[config.mk]
export PLATFORM = sky130hd
export DESIGN_NAME = led_fade_pwm
export DESIGN_NICKNAME = d
export VERILOG_FILES = /design/src/rtl/led_fade_pwm.sv
export SDC_FILE = /design/constraint.sdc
export NUM_CORES = 1
export LEC_CHECK = 0
export CORE_ASPECT_RATIO = 1.25
export CORE_UTILIZATION = 50
export CTS_CLUSTER_SIZE = 16
export DETAILED_ROUTE_END_ITERATION = 10
export GPL_ROUTABILITY_DRIVEN = 0
export PLACE_DENSITY = 0.69
export SKIP_LAST_GASP = 1
export SLEW_MARGIN = 20
export SYNTH_ARGS = -nofsm -noshare
export SYNTH_HDL_FRONTEND = slang
export SYNTH_SLANG_ARGS = --single-unit
[constraint.sdc]
create_clock -name clk1MHz -period 5.3 [get_ports clk1MHz]
set_clock_uncertainty 0.2 [all_clocks]
set_input_delay 1.06 -clock clk1MHz [delete_from_list [all_inputs] [get_ports clk1MHz]]
set_output_delay 1.06 -clock clk1MHz [all_outputs]
set_load 0.02 [all_outputs]
[src/rtl/led_fade_pwm.sv]
// Per-channel PWM LED driver: a lit pattern bit loads full brightness, a cleared bit
// fades linearly to off, leaving a trailing comet behind the rotating pattern.
module led_fade_pwm #(
  parameter int PWM_BITS   = 8,
  parameter int DECAY_DIV  = 31_250,
  parameter int DECAY_STEP = 8
) (
  input  logic       clk1MHz,
  input  logic       rst,
  input  logic [7:0] pattern_in,
  input  logic       en,
  output logic [7:0] led_out,
  output logic       frame_start
);

  localparam int DW = (DECAY_DIV > 1) ? $clog2(DECAY_DIV) : 1;
  localparam logic [PWM_BITS-1:0] LVL_MAX    = '1;
  localparam logic [PWM_BITS-1:0] STEP       = PWM_BITS'(DECAY_STEP);
  localparam logic [DW-1:0]       DECAY_LAST = DW'(DECAY_DIV - 1);

  logic [7:0]          p_m;
  logic [7:0]          p_s;
  logic [PWM_BITS-1:0] pwm_cnt;
  logic [DW-1:0]       decay_cnt;
  logic                tick;
  logic [PWM_BITS-1:0] level     [8];
  logic [PWM_BITS-1:0] level_nxt [8];
  logic [PWM_BITS-1:0] duty      [8];
  logic [7:0]          led_nxt;

  assign tick = (decay_cnt == DECAY_LAST);

  // Load beats decay; a fading level saturates at zero instead of wrapping.
  always_comb begin
    for (int i = 0; i < 8; i++) begin
      level_nxt[i] = level[i];
      if (!en)
        level_nxt[i] = '0;
      else if (p_s[i])
        level_nxt[i] = LVL_MAX;
      else if (tick && level[i] >= STEP)
        level_nxt[i] = level[i] - STEP;
      else if (tick)
        level_nxt[i] = '0;
    end
  end

  always_comb begin
    led_nxt = '0;
    for (int i = 0; i < 8; i++)
      led_nxt[i] = en && ((duty[i] == LVL_MAX) || (pwm_cnt < duty[i]));
  end

  always_ff @(posedge clk1MHz or posedge rst) begin
    if (rst) begin
      p_m         <= '0;
      p_s         <= '0;
      pwm_cnt     <= '0;
      decay_cnt   <= '0;
      led_out     <= '0;
      frame_start <= 1'b0;
      for (int i = 0; i < 8; i++) begin
        level[i] <= '0;
        duty[i]  <= '0;
      end
    end else begin
      p_m         <= pattern_in;
      p_s         <= p_m;
      pwm_cnt     <= pwm_cnt + PWM_BITS'(1);
      decay_cnt   <= tick ? '0 : decay_cnt + DW'(1);
      frame_start <= (pwm_cnt == '0);
      led_out     <= led_nxt;
      for (int i = 0; i < 8; i++) begin
        level[i] <= level_nxt[i];
        // Duty only moves at the period boundary so a period is never split.
        if (pwm_cnt == LVL_MAX)
          duty[i] <= level[i];
      end
    end
  end

endmodule

### After elaboration in Yosys (flattened, before gate mapping)

Index checks and enable logic that the tools add are counted.

* add/sub/neg operators: 10
* $lt $le $gt $ge: 16
* eq/ne operators: 18
* mux-type cells: 26
* reduce and logical (&&, ||, !) cells: 25

Operators by type and width (count)
* 8-bit 2-to-1 mux: 25
* 8-bit == test, second input constant: 9
* 8-bit by 4-bit >= comparator with 1-bit output, second input constant: 8
* 8-bit less-than comparator: 8
* 8-bit by 4-bit subtractor with 8-bit output, second input constant: 8
* 4-bit by 1-bit inequality test with 1-bit output, second input constant: 8
* 1-bit logical AND: 16
* 15-bit by 1-bit adder with 15-bit output, second input constant: 1
* 15-bit == test, second input constant: 1
* 15-bit 2-to-1 mux: 1
* 8-bit by 1-bit adder with 8-bit output, second input constant: 1
* 8-bit logical NOT: 1
* 1-bit logical OR: 8

* flip-flop bits (word level): 176
* input port bits: 11
* output and inout port bits: 9
* logic and storage cells: 117

### Longest topological paths before layout

* word-level depth: 5
* depth in mapped cells: 8
* gate-level depth less buffers: 6

### Least setup slack after synthesis

OpenSTA, ideal clock, no wires.

* path type: input to register
* from: input en
* to: register level[51] (netlist bit)
* library setup time: 137 ps
* arrival: 1783 ps
* data required time: 4963 ps
* slack: 3180 ps
* stages: 4
* path buffers: 2
* cell sequence: inv_1 > clkbuf_1 > clkbuf_1 > a31oi_1

* longest elaborated chain between the ends: 1
* elaborated cells between the ends (all ways): 2
* classes of those cells: eq/ne (1); mux (1)

RTL lines
* from (decl): RTL line 11 `input logic en,`
* 4-bit by 1-bit inequality test with 1-bit output (no source line) / 8-bit 2-to-1 mux (equally long branches)
* to (signal, indexed assignment): RTL line 74 `level[i] <= level_nxt[i];`
* to (decl): RTL line 26 `logic [PWM_BITS-1:0] level [8];`

Several ways; a longest one is shown, not always the timed one.
A chain may end at the register's enable or synchronous reset.

### Worst setup path in the final report

* from: input en
* to: register led_out[3]

* longest elaborated chain between the ends: 1

RTL lines
* 1-bit logical AND: RTL line 51 `led_nxt[i] = en && ((duty[i] == LVL_MAX) || (pwm_cnt < duty[i]));`
* via led_nxt[3]: RTL line 29 `logic [7:0] led_nxt;`
* to (signal assigned): RTL line 72 `led_out <= led_nxt;`
* to (decl): RTL line 12 `output logic [7:0] led_out,`

The timed path passes the listed nets, and every way through them passes these cells.

==> out/metrics.csv <==
metric,value,unit
status,"complete, but fails checks",
violated checks,design-rule violations,
fin worst setup slack,2050,ps
Post-DP Area,7860,µm²
WHS Path Cells,0,
main area contributors after synthesis,"dfrtp_1 (48%), ha_1 (11%), mux2_1 (4.8%)",
TritonCTS buffer count,17,
IO buf count,19,
Total GRT Usage,22.6,%
Hold EP,p_s[1],
Final Max Tran Viols,0,
Multi-input gate area,3460,µm²
ant diodes,0,
Slew @ Worst Pin,856,ps
synthesis-to-layout area growth,12.8,%
DRT iter0 DRCs,219,
Final Setup Violations,0,
vias in the first global route,5816,
Final Cycle Share,61.4,%
Worst Path Required,5410,ps
"flops & latches, synth",144,
maxcap violations,0,
RSZ-0062 raised after global routing,false,
Core Region,14500,µm²
Worst VDD drop,0.188,mV
initial antenna violation count,0,
R2R depth,5,
Clock Pin Slew Worst Setup and Hold Paths,60,ps
# H-tree levels,4,
final hold vios,0,
worst r2r src,pwm_cnt[4],
Buf/Inv on CP,3,
startpoint types,input pin,
Worst EP arrival,3360,ps
Initial Utilization,51.5,%
first-pass GRT wire length,27700,µm
Fmax,0.307,GHz
CTS resizes,0,
Mapped Area,7490,µm²
Chip Height,139,µm
routed vias,5524,
Synth top area share,48.1,%
Worst-Skew Late Latency,420,ps
Worst setup EP type,flop,
drt total wl,16000,µm
Root Driver,clkbuf_16,
Post-Synthesis Cells,716,
final core occ,58.1,%
sequential area share after synthesis,48.1,%
HP Class,reg -> reg,
Fin Setup TNS,0,ps
Die ar.,15500,µm²
Post-DRT Antenna Nets,0,
syn avg cell area,10.5,µm²
CP max stage delay,890,ps
Top delay family on crit path,buffers and inverters,
layout cells sized above 1,5.73,%
Via density,5.95,
die width,111,µm
R2R setup slack,2580,ps
post-synth cell types,38,
CTS tree,built,
FF+latch area,3600,µm²
Fill cells,1200,
post-CTS setup buffer count,0,
# rows,49,
Leak,0.00394,µW
Yosys warnings,0,
slew margin rel.,42.9,%
CP max FO,21,
drt pass-1 iters,7,
HP Start,p_m[1],
Post-route DRC,4,
aggregate global routing overflow,0,
hold buffers post-CTS,0,
Placement Setup Slack,1590,ps
final instance area,8440,µm²
dpl hpwl,11000,µm
CTS Sinks,144,
Tmin final,3250,ps
DR WL/cell,17.2,µm
Post-Syn Nets,795,
Bufs on Longest Clock Path,2,
Power Dens Cells,291,nW/µm²
Reg2Reg Capture Point,duty[7],
I/O Pins,20,
largest net degree at the start of global routing,96,
Final nets,817,
critical path type,in -> reg,
CP max stage cell,clkdlybuf4s50_1,
CP Cell Sequence,"clkdlybuf4s50_1, inv_1, buf_4, or4_1, o41ai_1",
"area leader, netlist",dfrtp_1,
Yosys cell counts:
master	count
dfrtp_1	144
inv_1	86
ha_1	68
nand2_1	37
a31oi_1	33
mux2_1	32
a21oi_1	30
or3_1	30
nor3_1	26
o21ai_0	25
mux2i_1	23
nor2_1	20
nand4_1	18
or4_1	17
o21ai_1	16
nand3_1	13
xnor2_1	13
clkbuf_1	12
buf_2	10
a211oi_1	8
o41ai_1	8
a311oi_1	7
nor3b_1	7
o21a_1	7
xor2_1	5
nor4_1	4
and3_1	3
and4_1	2
nor4b_2	2
o211ai_1	2
a21o_1	1
a41o_1	1
and2_1	1
and4b_1	1
buf_4	1
nor2b_1	1
or2_2	1
or4b_1	1
kinds of logic after synthesis:
family	synth area share, %
buffers and inverters	5.68
AND/OR/NAND/NOR	13.6
XOR/XNOR	2.11
AO/OA/AOI/OAI	11.2
multiplexers	7.89
flip-flops	48.1
adder cells (fa/ha/maj)	11.4
where the power goes:
group          leakage (µW)  internal, µW  switching [µW]
clock              0.000296           725             449
combinational       0.00177          44.8            79.8
sequential          0.00187          1130            31.1
total               0.00394          1900             560
layout by cell type (no fill, tap or decap), drive strengths merged, types with 2 or more instances in the layout:
master	count
o211ai	2
or3	30
clkbuf	21
or4	17
nand3	13
xnor2	13
a211oi	8
nor4	4
o21a	7
a21oi	30
nor2	20
buf	7
o21ai	41
clkdlybuf4s50	19
mux2	32
nor3b	7
ha	68
xor2	5
and4	2
a31oi	33
nand4	18
a311oi	7
inv	86
nor4b	2
o41ai	8
and3	3
mux2i	23
bufinv	2
dfrtp	144
nand2	37
clkinv	9
nor3	26
stage by stage:
stage          std cells  total power [µW]  hold WS (ps)
2_1_floorplan        716              1260           131
3_3_place_gp         897              1300           132
3_5_place_dp         897              1310           138
4_1_cts              929              2480           151
5_1_grt              929              2550           156
6_report             929              2460           147
registers in the layout, summed over array words and instances (netlist names):
| register | cells |
|---|---|
| duty | 48 |
| level | 48 |
| decay_cnt | 15 |
| led_out | 8 |
| p_m | 8 |
| p_s | 8 |
| pwm_cnt | 8 |
| frame_start | 1 |
area by class of cell:
type	instances	share of cell area (%)
clock inverters	11	1.33
clock buffers	21	5.57
well taps	178	2.64
inverters	86	3.88
multi-input cells	463	41.0
flip-flops and latches	144	42.7
repair buffers	26	2.88
layer usage:
layer  vias up  part of all wire, %  GRT usage, %
li1       2629                    -             -
met1      2721                   40          26.4
met2       138                   53          40.2
met3        36                  4.2          4.06
met4         0                  2.5          10.5
met5         -                    0             0
worst max path at each step:
stage	startpoint	slack (ps)	to	cells after the start
2_1_floorplan	rst	170	decay_cnt[0]	1
3_3_place_gp	en	1640	led_out[5]	5
4_1_cts	en	2040	led_out[6]	5
6_report	en	2050	led_out[3]	5
3_5_place_dp	en	1590	led_out[3]	5
5_1_grt	en	1940	led_out[5]	5
Note: power is estimated with default switching activity, not from simulation.
